===== src/rtl/pll_dyn_ctrl.sv =====
// pll_dyn_ctrl: PLL divider reconfiguration controller.
// Sequences PLL reset around divider changes and debounces lock.
module pll_dyn_ctrl #(
  parameter logic [5:0] DEF_IDIV     = 6'd5,
  parameter logic [5:0] DEF_FDIV     = 6'd12,
  parameter logic [5:0] DEF_ODSEL    = 6'd8,
  parameter int         RESET_CYCLES = 16,
  parameter int         LOCK_STABLE  = 8,
  parameter int         LOCK_TIMEOUT = 65535
) (
  input  logic       clkin,
  input  logic       reset,
  input  logic       req_valid,
  output logic       req_ready,
  input  logic [5:0] req_idiv,
  input  logic [5:0] req_fdiv,
  input  logic [5:0] req_odsel,
  output logic [5:0] idiv,
  output logic [5:0] fdiv,
  output logic [5:0] odiv,
  output logic       pll_reset,
  output logic       pll_reset_p,
  input  logic       lock_i,
  output logic       locked,
  output logic       busy,
  output logic       err_timeout,
  output logic       lock_lost
);

  localparam logic [15:0] RST_LAST = 16'(RESET_CYCLES - 1);
  localparam logic [15:0] TO_LAST  = 16'(LOCK_TIMEOUT - 1);
  localparam logic [7:0]  STABLE   = 8'(LOCK_STABLE);

  typedef enum logic [1:0] {
    S_IDLE,
    S_RESET,
    S_WAIT,
    S_LOCKED
  } state_t;

  state_t      r_state;
  state_t      w_next;
  logic [15:0] r_cnt;
  logic [7:0]  r_stable;
  logic        r_sync1;
  logic        r_lock_s;
  logic [5:0]  r_idiv;
  logic [5:0]  r_fdiv;
  logic [5:0]  r_odsel;
  logic        w_lock_ok;
  logic        w_load;
  logic        w_tmo;
  logic        w_lost;
  logic        w_enter_wait;
  logic        w_pll_reset;
  logic        w_locked;
  logic        w_busy;

  assign w_lock_ok   = (r_stable >= STABLE);
  assign idiv        = ~r_idiv;
  assign fdiv        = ~r_fdiv;
  assign odiv        = r_odsel;
  assign pll_reset_p = 1'b0;

  always_ff @(posedge clkin) begin
    if (reset) begin
      r_sync1  <= 1'b0;
      r_lock_s <= 1'b0;
    end else begin
      r_sync1  <= lock_i;
      r_lock_s <= r_sync1;
    end
  end

  always_ff @(posedge clkin) begin
    if (reset) begin
      r_state <= S_RESET;
      r_cnt   <= '0;
    end else begin
      r_state <= w_next;
      if (w_next != r_state)
        r_cnt <= '0;
      else
        r_cnt <= r_cnt + 16'd1;
    end
  end

  always_comb begin
    w_next = r_state;
    w_load = 1'b0;
    w_tmo  = 1'b0;
    w_lost = 1'b0;
    unique case (1'b1)
      (r_state == S_IDLE): w_next = S_RESET;
      (r_state == S_RESET): begin
        if (r_cnt == RST_LAST)
          w_next = S_WAIT;
      end
      (r_state == S_WAIT): begin
        if (w_lock_ok) begin
          w_next = S_LOCKED;
        end else if (r_cnt == TO_LAST) begin
          w_tmo  = 1'b1;
          w_next = S_RESET;
        end
      end
      (r_state == S_LOCKED): begin
        // Lock loss outranks a request arriving in the same cycle.
        if (!r_lock_s) begin
          w_lost = 1'b1;
          w_next = S_RESET;
        end else if (req_valid) begin
          w_load = 1'b1;
          w_next = S_RESET;
        end
      end
      default: w_next = S_RESET;
    endcase
  end

  assign w_enter_wait = (r_state == S_RESET) && (w_next == S_WAIT);

  always_ff @(posedge clkin) begin
    if (reset)
      r_stable <= '0;
    else if (!r_lock_s || w_enter_wait)
      r_stable <= '0;
    else if (r_stable != 8'hFF)
      r_stable <= r_stable + 8'd1;
  end

  always_ff @(posedge clkin) begin
    if (reset) begin
      r_idiv  <= DEF_IDIV;
      r_fdiv  <= DEF_FDIV;
      r_odsel <= DEF_ODSEL;
    end else if (w_load) begin
      r_idiv  <= req_idiv;
      r_fdiv  <= req_fdiv;
      r_odsel <= req_odsel;
    end
  end

  // Outputs are registered from the next state so they align with it.
  always_comb begin
    w_pll_reset = (w_next == S_RESET);
    w_locked    = (w_next == S_LOCKED);
    w_busy      = (w_next != S_LOCKED);
  end

  always_ff @(posedge clkin) begin
    if (reset) begin
      pll_reset   <= 1'b1;
      locked      <= 1'b0;
      req_ready   <= 1'b0;
      busy        <= 1'b1;
      err_timeout <= 1'b0;
      lock_lost   <= 1'b0;
    end else begin
      pll_reset   <= w_pll_reset;
      locked      <= w_locked;
      req_ready   <= w_locked;
      busy        <= w_busy;
      err_timeout <= w_tmo;
      lock_lost   <= w_lost;
    end
  end

endmodule


===== config.mk =====
export PLATFORM = sky130hd
export DESIGN_NAME = pll_dyn_ctrl
export DESIGN_NICKNAME = d
export VERILOG_FILES = /design/src/rtl/pll_dyn_ctrl.sv
export SDC_FILE = /design/constraint.sdc
export NUM_CORES = 1
export LEC_CHECK = 0
export BUFFER_PORTS_ARGS = -buffer_cell sky130_fd_sc_hd__buf_4
export CAP_MARGIN = 30
export CELL_PAD_IN_SITES_DETAIL_PLACEMENT = 0
export CELL_PAD_IN_SITES_GLOBAL_PLACEMENT = 1
export CORE_UTILIZATION = 39
export CTS_CLUSTER_DIAMETER = 40
export DETAILED_ROUTE_END_ITERATION = 10
export GPL_TIMING_DRIVEN = 0
export PLACE_DENSITY = 0.79
export SLEW_MARGIN = 20
export SYNTH_ARGS = -nofsm -noshare
export SYNTH_HDL_FRONTEND = slang
export SYNTH_SLANG_ARGS = --single-unit

===== constraint.sdc =====
create_clock -name clkin -period 2.2 [get_ports clkin]
set_input_delay 0.44 -clock clkin [delete_from_list [all_inputs] [get_ports clkin]]
set_output_delay 0.44 -clock clkin [all_outputs]
set_load 0.01 [all_outputs]

Word-level counts from Yosys, hierarchy flattened --
Cells that the tools add are included.
Word-level totals: bits in registers 51, bits of input ports 22, output and inout bits 25, word-level logic and storage cells 49
Operators by class: $add $sub $neg 2, order comparisons 1, equal/unequal tests 11, multiplexer cells 11, bitwise logic cells 4, reduce and logical (&&, ||, !) cells 7
Operator list (number):
- adder 16 x 1 -> 16 bit (second input constant) | 1
- equality test 16 bit (second input constant) | 1
- equality test 16 x 4 -> 1 bit (second input constant) | 1
- inverter 6 bit | 2
- two-way mux 2 bit | 5
- adder 8 x 1 -> 8 bit (second input constant) | 1
- equality test 2 bit (second input constant) | 4
- >= comparator 8 x 4 -> 1 bit (second input constant) | 1
- inequality test 8 bit (second input constant) | 1
- one-hot mux 2 bit (3 select lines) | 1
- OR reduction 2 bit | 3
- two-way mux 1 bit | 5
- equality test 2 x 1 -> 1 bit (second input constant) | 2
- OR reduction 3 bit | 1
- inequality test 2 bit | 1
- inequality test 2 bit (second input constant) | 1
- inverter 1 bit | 2
- logical AND 1 bit | 1
- zero test 1 bit | 1
- logical OR 1 bit | 1

Logic depth before layout (Yosys ltp) --
depth after elaboration 8, mapped depth 7, depth with buffers taken out 6

Least setup slack after synthesis --
Ideal clock, no wire load.
kind flip-flop to flip-flop, from register r_cnt[0], to register pll_reset, library setup time 0.114 ns, arrival time 1.853 ns, data required time 2.086 ns, path slack 0.233 ns, cell stages (with the launch flop) 6, buffers on the path 0, period minus slack after synthesis 1.967 ns, path through dfxtp_1 > ha_1 > nand3_1 > or4b_2 > or2_2 > a21o_1
On the way: longest elaborated chain between the ends 5
Ends and longest elaborated chain:
- start, declared | RTL line 43 | logic [15:0] r_cnt;
- start signal, assigned | RTL line 84 | r_cnt <= r_cnt + 16'd1;
- equality test 16 bit | RTL line 102 | end else if (r_cnt == TO_LAST) begin
- two-way mux 2 bit | RTL line 102
- two-way mux 2 bit | RTL line 100 | if (w_lock_ok) begin
- one-hot mux 2 bit (3 select lines) * | RTL line 93 | unique case (1'b1)
- equality test 2 x 1 -> 1 bit * | RTL line 146 | w_pll_reset = (w_next == S_RESET);
- end signal, assigned | RTL line 160 | pll_reset <= w_pll_reset;
- end, declared | RTL line 21 | output logic pll_reset,
Every way passes the cells marked *; elsewhere a longest branch is shown, timed or not. A chain may end at the register's enable or synchronous reset.

Worst setup path in the final report --
from register r_cnt[5], to register r_cnt[12]
On the way: longest elaborated chain between the ends 6
Ends and longest elaborated chain:
- equality test 16 bit | RTL line 102
- two-way mux 2 bit | RTL line 102
- two-way mux 2 bit | RTL line 100
- one-hot mux 2 bit (3 select lines) | RTL line 93
- inequality test 2 bit | RTL line 81 | if (w_next != r_state)
- OR reduction 2 bit (no source line)
Several ways; a longest one is shown, not always the timed one.

==> impl_metrics.env <==
export IMPL_drive_gt1_share_pct=21.4
export IMPL_drt_total_wl_mm=4.58
export IMPL_fin_skew_ns=0.00682
export IMPL_vias_per_cell=4.87
export IMPL_crit_fanout=10
export IMPL_drv_slew=0
export IMPL_routedWlPerCell_um=12.1
export IMPL_max_freq_ghz=0.483
export IMPL_holdPathStages=2
export IMPL_die_w_um=76.7
export IMPL_core_um2=5240
export IMPL_start_kind="flop"
export IMPL_synth_area_um2=2170
export IMPL_cp_end_kind="flop"
export IMPL_finalNonFillerCells=379
export IMPL_hold_class="in2reg"
export IMPL_yosysSeqAreaShare_pct=47.0
export IMPL_cts_tree="done"
export IMPL_hold_viol_final=0
export IMPL_syn_avg_cell_area_um2=8.49
export IMPL_synthesis_nets=282
export IMPL_yosysTopAreaCellShare_pct=47.0
export IMPL_crit_type="reg2reg"
export IMPL_clock_latency_ns=0.30
export IMPL_h_tree_depth=2
export IMPL_antenna_found_initial=0
export IMPL_pwr_density_cell_nw_per_um2=596
export IMPL_synth_edff_count=0
export IMPL_status="finished clean"
export IMPL_firstDrtPassIters=4
export IMPL_min_period_over_period_pct=94.2
export IMPL_area_growth_pct=26.5
export IMPL_dieArea_um2=5880
export IMPL_vias=1847
export IMPL_fin_crit_ns=2.07
export IMPL_n_antenna_cell=0
export IMPL_setup_ws_ns=0.127
export IMPL_final_core_util_pct=52.5
export IMPL_grt_pass1_wl_mm=7.77
export IMPL_syn_instance_count=256
export IMPL_reg2reg_depth=5
export IMPL_synth_cell_types=40
export IMPL_synth_async_reset_ratio_pct=0
export IMPL_n_fill_cell=525
export IMPL_cellLeakagePower_nw=1.01
export IMPL_fp_dieH_um=76.7
export IMPL_worst_hold_slack_ns=0.341
export IMPL_row_count=26
export IMPL_clk_pin_slew_worst_paths_ns=0.09
export IMPL_globalRouteOverflowTotal=0
export IMPL_place_congestion=0.760
export IMPL_max_cap_violations=0
export IMPL_io_buffers=45
export IMPL_postCtsHoldBufs=0
export IMPL_cp_arrival_ns=2.24
export IMPL_synth_ff_type="dfxtp_1"
export IMPL_dp_cells=371
export IMPL_synth_area_leaders="dfxtp_1 47%, nand2_1 6.0%, xnor2_1 5.6%"
export IMPL_setup_viol=0
export IMPL_route_detailed_drc=0
export IMPL_numClockSinks=51
export IMPL_initial_core_util_pct=41.5
export IMPL_grt_max_degree=17
export IMPL_cts_buffers=5
export IMPL_required_ns=2.37
export IMPL_ys_seq_elements=51
export IMPL_drtIter0Drc=57
export IMPL_clockRootBuffer="clkbuf_8"
export IMPL_post_place_ws_ns=-0.0576
export IMPL_rsz0062_at_grt="false"
export IMPL_track_usage_pct=16.4
export IMPL_hpwl_mm=3.29
export IMPL_clock_path_buffers=2
export IMPL_yosys_warnings=0
export IMPL_power_mw=1.64
export IMPL_ant_nets=0
export IMPL_first_global_vias=1695
export IMPL_synth_area_leader_cell="dfxtp_1"
export IMPL_io_pins=47
export IMPL_ir_drop_uv=266
export IMPL_fin_nets=334
==> synthesized netlist by cell type, drive strengths merged (3+ instances only) <==
library cell and instances:
nor2 19, nor3 19, a21oi 16, ha 4
dfxtp 51, buf 5, o21ai 6, nand3 8
xor2 3, inv 20, xnor2 14, nand2 35
and3 3, nand4 8, clkbuf 8, nor4 10
a211o 4, or4 3
==> through the flow <==
| step | TNS (ns) | cell area (um^2) |
|---|---|---|
| final | 0 | 2750 |
| after global placement | -0.294 | 2600 |
| after floorplan | 0 | 2170 |
| after global routing | 0 | 2750 |
| after CTS | -0.0213 | 2720 |
| after detailed placement | -0.346 | 2600 |
==> power breakdown <==
part	total (mW)	switching [mW]	internal (mW)
Clock	0.639	0.300	0.339
Sequential	0.937	0.00739	0.929
Combinational	0.0629	0.0277	0.0352
==> registers in the layout, summed over array words and instances, names as in the netlist <==
register     count
r_cnt           16
r_stable         8
odiv             6
r_fdiv           6
r_idiv           6
r_state          2
busy             1
err_timeout      1
lock_lost        1
locked           1
pll_reset        1
r_lock_s         1
r_sync1          1
==> routing by layer <==
metal  vias to the layer above  global-route usage, %  wire length [um]
met2                        45                   27.8              2100
met3                         7                   3.81               205
met4                         0                   5.19                46
li1                        977                      -                 -
met1                       818                   20.5              2230
met5                         -                      0                 0
==> critical path, stage by stage (launching register included) <==
cell and delay [ns]:
dfxtp_1 0.46, nand4_4 0.20, or4_4 0.57, a32oi_4 0.36
clkbuf_4 0.28, nor3_1 0.07
==> logic make-up (layout without fill, tap and decap cells) <==
kind of cell / after synthesis / in the layout / synth area share, %
AND/OR/NAND/NOR: 115 / 115 / 27.2
flip-flops: 51 / 51 / 47.0
AO/OA/AOI/OAI: 35 / 35 / 10.4
buffers and inverters: 33 / 86 / 6.16
XOR/XNOR: 17 / 17 / 6.85
adder cells (fa/ha/maj): 4 / 4 / 2.30
other: 1 / 1 / 0.172
==> worst paths after layout <==
path              slack [ns]         to         from
setup / recovery        0.13  r_cnt[12]     r_cnt[5]
setup reg to reg        0.13  r_cnt[12]     r_cnt[5]
hold reg to reg         0.46   r_lock_s      r_sync1
hold / removal          0.34  r_fdiv[2]  req_fdiv[2]
==> cell type report <==
cell class | instances | area (um^2) | share of cell area (%)
multi-input cells | 172 | 1050 | 38.4
flip-flops and latches | 51 | 1020 | 37.1
repair buffers | 45 | 338 | 12.3
well taps | 70 | 87.6 | 3.18
inverters | 20 | 75.1 | 2.73
clock buffers | 5 | 68.8 | 2.50
plain buffers | 13 | 61.3 | 2.23
clock inverters | 3 | 43.8 | 1.59
==> what timing repair did <==
| item | 4_1_cts | 5_1_grt |
|---|---|---|
| gates resized for setup | 1 | 6 |
| setup endpoints to repair | 8 | 27 |
| setup buffers | 0 | 0 |
==> cell usage in the layout, fill, tap and decap left out, types with 2 or more instances in the layout <==
master / count
nor4_1: 10
clkbuf_8: 5
nand4_1: 7
nor2_1: 18
xnor2_1: 14
buf_4: 47
o211ai_1: 2
nor3_1: 19
a21oi_1: 16
nand2_1: 35
a211o_1: 4
inv_1: 20
xor2_1: 3
nor2b_1: 2
dfxtp_1: 51
nor4b_1: 2
ha_1: 4
o21ai_0: 5
o21bai_1: 2
and3_1: 2
or4_1: 2
clkbuf_1: 8
nand3_1: 7
No activity file was read; power rests on OpenSTA's default activity.
